$ cat src/rtl/adc_pkg.sv
// adc_pkg: shared FSM states, segment codes and default widths for the ADC display path
package adc_pkg;
  typedef enum logic [2:0] {IDLE, READ, CAPTURE, SCALE, BCD, UPDATE} rd_state_e;
  localparam int DATA_W_D = 8;
  localparam int PTR_W_D = 8;
  localparam logic [6:0] SEG_BLANK = 7'h7F;
  localparam logic [9:0][6:0] SEG_LUT = {7'h10, 7'h00, 7'h78, 7'h02, 7'h12, 7'h19, 7'h30, 7'h24, 7'h79, 7'h40};
endpackage

$ cat src/rtl/seg7_decode.sv
// seg7_decode: one BCD digit to active-low {g..a} segments, with blanking
module seg7_decode
  import adc_pkg::*;
(
  input  logic [3:0] bcd,
  input  logic       blank,
  output logic [6:0] seg
);
  // non-decimal codes are shown blank rather than as garbage
  always_comb seg = (blank || bcd > 4'd9) ? SEG_BLANK : SEG_LUT[bcd];
endmodule

$ cat src/rtl/temp_display_reader.sv
// temp_display_reader: drains ADC codes from the ring buffer, scales to degC and drives three 7-seg digits
module temp_display_reader
  import adc_pkg::*;
#(
  parameter int DATA_W = DATA_W_D,
  parameter int PTR_W = PTR_W_D,
  parameter int SCALE_NUM = 500,
  parameter int SCALE_SHIFT = 8,
  parameter int OFFSET = 0,
  parameter int TEMP_W = 10
) (
  input  logic              clk_adc,
  input  logic              rst,
  input  logic [PTR_W-1:0]  head,
  output logic [PTR_W-1:0]  tail,
  output logic              fifo_rd_en,
  output logic [PTR_W-1:0]  fifo_rd_addr,
  input  logic [DATA_W-1:0] fifo_rd_data,
  output logic [11:0]       temp_bcd,
  output logic              temp_valid,
  output logic [6:0]        hex2,
  output logic [6:0]        hex1,
  output logic [6:0]        hex0
);
  localparam int PROD_W = DATA_W + 10;
  localparam int DD_W = 12 + TEMP_W;
  localparam int CNT_W = $clog2(TEMP_W);
  rd_state_e state;
  logic [DATA_W-1:0] code_r;
  logic [TEMP_W-1:0] bin_r, bin_next, t_scaled;
  logic [11:0] bcd_r, bcd_adj, bcd_next;
  logic [CNT_W-1:0] cnt;
  logic [PROD_W-1:0] prod, shifted, sat;
  logic [DD_W-1:0] dd_next;
  logic [6:0] seg2, seg1, seg0;
  logic avail;
  assign fifo_rd_addr = tail + 1'b1;
  assign avail = fifo_rd_addr != head;
  // full-width scale, offset with saturation at zero, clamp to the three-digit display range
  always_comb begin
    prod = PROD_W'(code_r) * PROD_W'(SCALE_NUM);
    shifted = prod >> SCALE_SHIFT;
    sat = shifted < PROD_W'(OFFSET) ? '0 : shifted - PROD_W'(OFFSET);
    t_scaled = sat > PROD_W'(999) ? TEMP_W'(999) : TEMP_W'(sat);
  end
  // one double-dabble step: add 3 to any digit >= 5, then shift the next binary bit in
  always_comb begin
    bcd_adj[3:0] = bcd_r[3:0] >= 4'd5 ? bcd_r[3:0] + 4'd3 : bcd_r[3:0];
    bcd_adj[7:4] = bcd_r[7:4] >= 4'd5 ? bcd_r[7:4] + 4'd3 : bcd_r[7:4];
    bcd_adj[11:8] = bcd_r[11:8] >= 4'd5 ? bcd_r[11:8] + 4'd3 : bcd_r[11:8];
    dd_next = {bcd_adj, bin_r} << 1;
    bcd_next = dd_next[DD_W-1 -: 12];
    bin_next = dd_next[TEMP_W-1:0];
  end
  seg7_decode u_seg2 (.bcd(bcd_r[11:8]), .blank(bcd_r[11:8] == 4'd0), .seg(seg2));
  seg7_decode u_seg1 (.bcd(bcd_r[7:4]), .blank(bcd_r[11:4] == 8'd0), .seg(seg1));
  seg7_decode u_seg0 (.bcd(bcd_r[3:0]), .blank(1'b0), .seg(seg0));
  // reader FSM: read, capture and advance tail, scale, convert, then publish to the display
  always_ff @(posedge clk_adc or posedge rst) begin
    if (rst) begin
      state <= IDLE;
      tail <= '1;
      fifo_rd_en <= 1'b0;
      code_r <= '0;
      bin_r <= '0;
      bcd_r <= '0;
      cnt <= '0;
      temp_bcd <= '0;
      temp_valid <= 1'b0;
      hex2 <= SEG_BLANK;
      hex1 <= SEG_BLANK;
      hex0 <= SEG_BLANK;
    end else begin
      case (state)
        IDLE: begin
          state <= avail ? READ : IDLE;
          fifo_rd_en <= avail;
        end
        READ: begin
          fifo_rd_en <= 1'b0;
          state <= CAPTURE;
        end
        CAPTURE: begin
          code_r <= fifo_rd_data;
          tail <= fifo_rd_addr;
          state <= SCALE;
        end
        SCALE: begin
          bin_r <= t_scaled;
          bcd_r <= '0;
          cnt <= '0;
          state <= BCD;
        end
        BCD: begin
          bcd_r <= bcd_next;
          bin_r <= bin_next;
          cnt <= cnt + 1'b1;
          state <= cnt == CNT_W'(TEMP_W - 1) ? UPDATE : BCD;
        end
        UPDATE: begin
          temp_bcd <= bcd_r;
          hex2 <= seg2;
          hex1 <= seg1;
          hex0 <= seg0;
          temp_valid <= 1'b1;
          state <= IDLE;
        end
        default: state <= IDLE;
      endcase
    end
  end
endmodule
$ cat config.mk
export PLATFORM = sky130hd
export DESIGN_NAME = temp_display_reader
export DESIGN_NICKNAME = d
export VERILOG_FILES = /design/src/rtl/adc_pkg.sv /design/src/rtl/seg7_decode.sv /design/src/rtl/temp_display_reader.sv
export SDC_FILE = /design/constraint.sdc
export NUM_CORES = 1
export LEC_CHECK = 0
export ABC_CLOCK_PERIOD_IN_PS = 8250
export BUFFER_PORTS_ARGS = -buffer_cell sky130_fd_sc_hd__buf_4
export CAP_MARGIN = 20
export CORE_ASPECT_RATIO = 1.5
export CORE_MARGIN = 4
export CORE_UTILIZATION = 55
export DETAILED_ROUTE_END_ITERATION = 10
export HOLD_SLACK_MARGIN = 0.03
export PLACE_DENSITY = 0.81
export SLEW_MARGIN = 10
export SYNTH_ARGS = -nofsm -noshare
export SYNTH_HDL_FRONTEND = slang
export SYNTH_SLANG_ARGS = --single-unit
$ cat constraint.sdc
create_clock -name clk_adc -period 8.25 [get_ports clk_adc]
set_input_delay 1.65 -clock clk_adc [delete_from_list [all_inputs] [get_ports clk_adc]]
set_output_delay 1.65 -clock clk_adc [all_outputs]
set_load 0.02 [all_outputs]
==> results.sh, run 1 <==
export IMPL_total_number_of_yosys_warnings=0
export IMPL_synth_commonest_cells="61 x sky130_fd_sc_hd__nand2_1, 54 x sky130_fd_sc_hd__ha_1, 51 x sky130_fd_sc_hd__dfrtp_1"
export IMPL_worstPathRequired_ns=8.45
export IMPL_yosysMostFrequentCell="sky130_fd_sc_hd__nand2_1"
export IMPL_number_of_drc_violations_after_detailed_routing_iteration_0=225
export IMPL_cts_root_buffer_cell="sky130_fd_sc_hd__clkbuf_16"
export IMPL_post_cts_setup_buffers=0
export IMPL_grt_max_degree=81
export IMPL_outcome="finished clean"
export IMPL_maxClockFrequency_ghz=0.237
export IMPL_post_synth_main_area_contributors="sky130_fd_sc_hd__dfrtp_1 24%, sky130_fd_sc_hd__dfstp_2 14%, sky130_fd_sc_hd__ha_1 13%"
export IMPL_synth_enable_flop_cells=0
export IMPL_track_usage_pct=20.2
export IMPL_clock_tree_from_tritoncts="yes"
export IMPL_detailroute_via_count=3986
export IMPL_first_pass_detailed_route_iteration_total=4
export IMPL_starting_density_pct=57.1
export IMPL_finalMaxSlewViolations=0
export IMPL_regToRegStartpoint="code_r[1]"
export IMPL_fin_nets=693
export IMPL_drv_cap=0
export IMPL_layout_worst_path_cycle_share_pct=51.2
export IMPL_ys_types=63
export IMPL_r2r_setup_slack_ns=4.03
export IMPL_synthesized_nets=637
export IMPL_diodes=0
export IMPL_hold_path_class="flop to flop"
export IMPL_finalInstanceArea_um2=6160
export IMPL_placement_io_buffers=68
export IMPL_placed_cell_area_um2=5890
export IMPL_final_antenna_violating_net_count=0
export IMPL_critical_path_peak_fanout=6
export IMPL_tritoncts_num_sinks=80
export IMPL_hold_viol=0
export IMPL_timing_rr_end="bin_r[5]"
export IMPL_cts_inserted_buffers=9
export IMPL_time_the_worst_path_needs_with_i_o_delays_and_setup_ns=4.22
export IMPL_dpl_hpwl_um=7940
export IMPL_synth_sequential_area_ratio_pct=37.9
export IMPL_cts_max_level=3
export IMPL_final_layout_size_suffix_gt1_share_pct=22.1
export IMPL_worst_pin_slew_ns=0.996
export IMPL_hold_end="temp_valid"
export IMPL_whs_path_depth=1
export IMPL_worstPathArrival_ns=4.42
export IMPL_r2r_worst_path_cells=13
export IMPL_avgRoutedWirePerCell_um=14.9
export IMPL_via_count_of_the_first_global_routing_pass=4080
export IMPL_clock_skew_ns=0.00383
export IMPL_number_of_antenna_violations_at_the_first_check_in_global_routing=0
export IMPL_avgSynthCellArea_um2=9.86
export IMPL_clkSlewWorstSetupHoldPaths_ns=0.06
export IMPL_finalWeightedCongestion=0.818
export IMPL_globalRouteOverflowTotal=0
export IMPL_drcViolationCount=0
export IMPL_synth_seq_cells=80
export IMPL_placeableCoreArea_um2=9420
export IMPL_areaGrowthSynthToFinish_pct=14.7
export IMPL_total_detailed_routing_wirelength_um=10700
export IMPL_ioPinCount=69
export IMPL_chipHeight_um=129
export IMPL_core_rowCount=43
export IMPL_end_kind="flop"
export IMPL_die_width_um=88.7
export IMPL_yosys_area_top_type_share_pct=23.8
export IMPL_post_drt_via_cell_ratio=5.55
export IMPL_ys_flop_type="sky130_fd_sc_hd__dfrtp_1"
export IMPL_holdCritStartpoint="temp_valid"
export IMPL_synth_cells=545
export IMPL_grt_setup_unrepaired="no"
export IMPL_setup_total_negative_slack_ns=0
export IMPL_synth_largest_area_cell="sky130_fd_sc_hd__dfrtp_1"
export IMPL_setup_violators_final=0
export IMPL_startpoint_type="flop"
export IMPL_die_area_um2=11400
export IMPL_cts_resized=0
export IMPL_max_slew_margin_pct=33.5
export IMPL_critPathKind="flop to flop"
export IMPL_ys_async_sr_fraction_pct=100
export IMPL_syn_area_um2=5370
export IMPL_cts_max_path_buffers=2
export IMPL_hold_buffers=0
export IMPL_worst_skew_late_latency_ns=0.33
export IMPL_grt_first_pass_wirelength_um=18600
[stage by stage]
| step | util (%) | worst slack, ns | hold WS (ns) | instances |
|---|---|---|---|---|
| after global routing | 65.5 | 3.87 | 0.474 | 718 |
| after CTS | 65.5 | 3.99 | 0.471 | 718 |
| after floorplan | - | 4.25 | 0.450 | 545 |
| after detailed placement | 62.5 | 3.96 | 0.454 | 702 |
| after global placement | 62.5 | 4.17 | 0.452 | 702 |
| final | 65.5 | 4.03 | 0.467 | 718 |
[per-layer routing]
metal  wire, um  GRT usage (%)
met3        440           3.18
met1       4350           24.4
met4        184           6.23
met2       5740           36.2
met5          0              0
[worst max path at each step]
stage                   start        to  slack (ns)  cells after the start
floorplan           code_r[1]  bin_r[5]        4.25                     13
global placement    code_r[1]  bin_r[5]        4.17                     13
detailed placement  code_r[1]  bin_r[5]        3.96                     13
CTS                 code_r[1]  bin_r[5]        3.99                     13
global route        code_r[1]  bin_r[5]        3.87                     13
finish              code_r[1]  bin_r[5]        4.03                     13
[cell type report]
| type | count | area, um2 |
|---|---|---|
| Timing Repair Buffer | 71 | 533 |
| Inverter | 48 | 180 |
| Sequential cell | 80 | 2040 |
| Clock inverter | 3 | 17.5 |
| Fill cell | 733 | 3250 |
| Clock buffer | 13 | 260 |
| Multi-Input combinational cell | 391 | 3000 |
| Tap cell | 112 | 140 |
[worst max-delay path, cell delays in order (launching register included)]
cell,delay [ns]
sky130_fd_sc_hd__dfrtp_1,0.46
sky130_fd_sc_hd__fa_1,0.56
sky130_fd_sc_hd__inv_1,0.05
sky130_fd_sc_hd__fa_1,0.53
sky130_fd_sc_hd__fa_1,0.45
sky130_fd_sc_hd__fa_1,0.52
sky130_fd_sc_hd__inv_1,0.04
sky130_fd_sc_hd__ha_1,0.32
sky130_fd_sc_hd__a21o_1,0.20
sky130_fd_sc_hd__a21oi_1,0.20
sky130_fd_sc_hd__o31ai_2,0.15
sky130_fd_sc_hd__a21o_1,0.23
sky130_fd_sc_hd__a211oi_1,0.28
sky130_fd_sc_hd__o31ai_2,0.09
[logic make-up after synthesis]
kind of cell | share of synthesized area, %
XOR/XNOR | 5.52
flip-flops | 37.9
buffers and inverters | 6.31
adder cells (fa/ha/maj) | 20.0
AO/OA/AOI/OAI | 16.9
AND/OR/NAND/NOR | 12.1
multiplexers | 1.19
[placed cells by master (no fill, tap or decap), types with 3 or more instances in the layout]
cell and count:
sky130_fd_sc_hd__a211oi_1 3, sky130_fd_sc_hd__a21o_1 4, sky130_fd_sc_hd__a21oi_1 32, sky130_fd_sc_hd__a22oi_1 8, sky130_fd_sc_hd__a32o_1 3, sky130_fd_sc_hd__buf_4 71
sky130_fd_sc_hd__clkbuf_16 9, sky130_fd_sc_hd__dfrtp_1 51, sky130_fd_sc_hd__dfstp_2 29, sky130_fd_sc_hd__fa_1 20, sky130_fd_sc_hd__ha_1 54, sky130_fd_sc_hd__inv_1 46
sky130_fd_sc_hd__mux2_2 3, sky130_fd_sc_hd__mux2i_1 3, sky130_fd_sc_hd__nand2_1 61, sky130_fd_sc_hd__nand2b_1 10, sky130_fd_sc_hd__nand3_1 11, sky130_fd_sc_hd__nand4_1 3
sky130_fd_sc_hd__nor2_1 34, sky130_fd_sc_hd__nor2b_1 4, sky130_fd_sc_hd__nor3_1 3, sky130_fd_sc_hd__o211ai_1 3, sky130_fd_sc_hd__o21ai_0 39, sky130_fd_sc_hd__o21ai_1 4
sky130_fd_sc_hd__o22a_1 5, sky130_fd_sc_hd__o22ai_1 7, sky130_fd_sc_hd__o311ai_0 5, sky130_fd_sc_hd__o31ai_1 4, sky130_fd_sc_hd__xnor2_1 23, sky130_fd_sc_hd__xor2_1 9
[registers in the layout (all words and copies together), names as in the netlist]
name        flops
bcd_r          12
temp_bcd       12
bin_r          10
code_r          8
tail            8
hex0            7
hex1            7
hex2            7
cnt             4
state           3
fifo_rd_en      1
temp_valid      1
Power of run 1 is left out: the tool's default activity adds up to more than one toggle a clock period on the data nets, which glitch-free logic cannot reach.
==> run 2: changes to the inputs <==
--- a/config.mk
+++ b/config.mk
@@ -5,7 +5,7 @@
 export SDC_FILE = /design/constraint.sdc
 export NUM_CORES = 1
 export LEC_CHECK = 0
-export ABC_CLOCK_PERIOD_IN_PS = 8250
+export ABC_CLOCK_PERIOD_IN_PS = 4080
 export BUFFER_PORTS_ARGS = -buffer_cell sky130_fd_sc_hd__buf_4
 export CAP_MARGIN = 20
 export CORE_ASPECT_RATIO = 1.5
==> constraint.sdc (replaced) <==
create_clock -name clk_adc -period 4.08 [get_ports clk_adc]
set_input_delay 0.816 -clock clk_adc [delete_from_list [all_inputs] [get_ports clk_adc]]
set_output_delay 0.816 -clock clk_adc [all_outputs]
set_load 0.02 [all_outputs]
==> results.sh, run 2 (synthesis gave the netlist of run 1 again) <==
export IMPL_cts_inserted_buffers=9
export IMPL_final_antenna_violating_net_count=0
export IMPL_placement_io_buffers=68
export IMPL_finalWeightedCongestion=0.845
export IMPL_layout_worst_path_cycle_share_pct=98.1
export IMPL_setup_violators_final=0
export IMPL_r2r_worst_path_cells=14
export IMPL_hold_viol=0
export IMPL_startpoint_type="flop"
export IMPL_worstPathRequired_ns=4.29
export IMPL_r2r_setup_slack_ns=0.08
export IMPL_holdCritStartpoint="temp_valid"
export IMPL_cts_root_buffer_cell="sky130_fd_sc_hd__clkbuf_16"
export IMPL_clock_skew_ns=0.00833
export IMPL_clock_tree_from_tritoncts="yes"
export IMPL_detailroute_via_count=4129
export IMPL_grt_setup_unrepaired="yes"
export IMPL_max_slew_margin_pct=37.0
export IMPL_setup_total_negative_slack_ns=0
export IMPL_timing_rr_end="bin_r[8]"
export IMPL_final_common_cell="sky130_fd_sc_hd__buf_4"
export IMPL_core_rowCount=43
export IMPL_worst_pin_slew_ns=0.943
export IMPL_avgRoutedWirePerCell_um=15.5
export IMPL_regToRegStartpoint="code_r[2]"
export IMPL_routed_wl_met3_um=537
export IMPL_reg_top3="bcd_r: 12 flops, temp_bcd: 12 flops, bin_r: 10 flops"
export IMPL_finalMaxSlewViolations=0
export IMPL_worstPathArrival_ns=4.21
export IMPL_track_usage_pct=21.0
export IMPL_placed_cell_area_um2=5940
export IMPL_finalInstanceArea_um2=6320
export IMPL_clkSlewWorstSetupHoldPaths_ns=0.06
export IMPL_drv_cap=0
export IMPL_fin_nets=706
export IMPL_post_drt_via_cell_ratio=5.65
export IMPL_ioPinCount=69
export IMPL_cts_max_path_buffers=2
export IMPL_critical_path_peak_fanout=6
export IMPL_fin_hold_ws_ns=0.472
export IMPL_die_width_um=88.7
export IMPL_die_area_um2=11400
export IMPL_wl_met1_um=4400
export IMPL_multiInputGateArea_um2=3030
export IMPL_placeableCoreArea_um2=9420
export IMPL_end_kind="flop"
export IMPL_number_of_antenna_violations_at_the_first_check_in_global_routing=0
export IMPL_outcome="finished clean"
export IMPL_number_of_drc_violations_after_detailed_routing_iteration_0=234
export IMPL_drcViolationCount=0
export IMPL_critPathKind="flop to flop"
export IMPL_most_common_layout_cells="84 x sky130_fd_sc_hd__buf_4, 61 x sky130_fd_sc_hd__nand2_1, 52 x sky130_fd_sc_hd__ha_1, 49 x sky130_fd_sc_hd__dfrtp_1, 44 x sky130_fd_sc_hd__inv_1"
export IMPL_hold_end="temp_valid"
export IMPL_routed_top_layer="met4"
export IMPL_via_count_of_the_first_global_routing_pass=4217
export IMPL_met2WireLength_um=6090
export IMPL_whs_path_depth=1
export IMPL_grt_max_degree=46
export IMPL_chipHeight_um=129
export IMPL_areaGrowthSynthToFinish_pct=17.6
export IMPL_nFillCells=716
export IMPL_first_pass_detailed_route_iteration_total=4
export IMPL_worst_skew_late_latency_ns=0.34
export IMPL_globalRouteOverflowTotal=0
export IMPL_dpl_hpwl_um=8210
export IMPL_ff_latch_area_um2=2040
export IMPL_cts_max_level=3
export IMPL_grt_first_pass_wirelength_um=19100
export IMPL_maxClockFrequency_ghz=0.250
export IMPL_time_the_worst_path_needs_with_i_o_delays_and_setup_ns=4.00
export IMPL_diodes=0
export IMPL_starting_density_pct=57.1
export IMPL_tritoncts_num_sinks=80
export IMPL_total_detailed_routing_wirelength_um=11300
export IMPL_hold_path_class="flop to flop"
export IMPL_final_layout_size_suffix_gt1_share_pct=25.5
-- run 2: changes by cell type in the layout (fill, tap and decap cells not counted), moves of 2 or more --
| cell | previous run | this run |
|---|---|---|
| sky130_fd_sc_hd__buf_4 | 71 | 84 |
| sky130_fd_sc_hd__dfrtp_1 | 51 | 49 |
| sky130_fd_sc_hd__dfrtp_2 | 0 | 2 |
| sky130_fd_sc_hd__ha_1 | 54 | 52 |
| sky130_fd_sc_hd__inv_1 | 46 | 44 |
| sky130_fd_sc_hd__inv_2 | 2 | 4 |
-- run 2: worst max path at each step --
| stage | startpoint | end | slack [ns] | cells after the start |
|---|---|---|---|---|
| after floorplan | code_r[1] | bin_r[5] | 0.08 | 13 |
| after global placement | code_r[1] | bin_r[5] | 0.08 | 13 |
| after detailed placement | code_r[1] | bin_r[8] | -0.06 | 14 |
| after CTS | code_r[1] | bin_r[7] | 0.03 | 14 |
| after global routing | code_r[2] | bin_r[8] | -0.11 | 14 |
| final | code_r[2] | bin_r[8] | 0.08 | 14 |
-- run 2: timing repair --
item	4_1_cts	5_1_grt
setup buffers	0	5
setup endpoints to repair	3	4
hold buffers	0	0
resized for setup	4	7
pin swaps	1	10
-- run 2: critical path, cell delays in order (launching register included) --
cell and delay, ns:
sky130_fd_sc_hd__dfrtp_2 0.46, sky130_fd_sc_hd__fa_1 0.55, sky130_fd_sc_hd__inv_1 0.05, sky130_fd_sc_hd__fa_1 0.47, sky130_fd_sc_hd__fa_1 0.50, sky130_fd_sc_hd__fa_1 0.50
sky130_fd_sc_hd__inv_2 0.05, sky130_fd_sc_hd__ha_4 0.21, sky130_fd_sc_hd__a21o_1 0.20, sky130_fd_sc_hd__a21oi_2 0.14, sky130_fd_sc_hd__o31ai_2 0.09, sky130_fd_sc_hd__buf_4 0.15
sky130_fd_sc_hd__a211oi_2 0.25, sky130_fd_sc_hd__xnor2_1 0.15, sky130_fd_sc_hd__o21ai_1 0.08
-- run 2: final cells by class --
type                    count  area share (%)
multi-input cells         391            47.9
flip-flops and latches     80            32.3
repair buffers             84            9.98
clock buffers              11            3.84
inverters                  48            2.85
well taps                 112            2.22
clock inverters             5           0.891
-- run 2: per-stage QoR --
stage	std cells	worst slack (ns)	util (%)
2_1_floorplan	545	0.0805	-
5_1_grt	731	-0.109	67.1
3_5_place_dp	709	-0.0575	63.1
3_3_place_gp	709	0.0754	63.1
6_report	731	0.0774	67.1
4_1_cts	725	0.0256	66.5
-- run 2: layer usage --
| layer | vias to the layer above | GRT usage, % |
|---|---|---|
| met5 | - | 0 |
| met1 | 1987 | 24.4 |
| met2 | 106 | 37.5 |
| met3 | 24 | 3.94 |
| met4 | 0 | 8.19 |
| li1 | 2012 | - |
Power of run 2 is left out for the same reason.
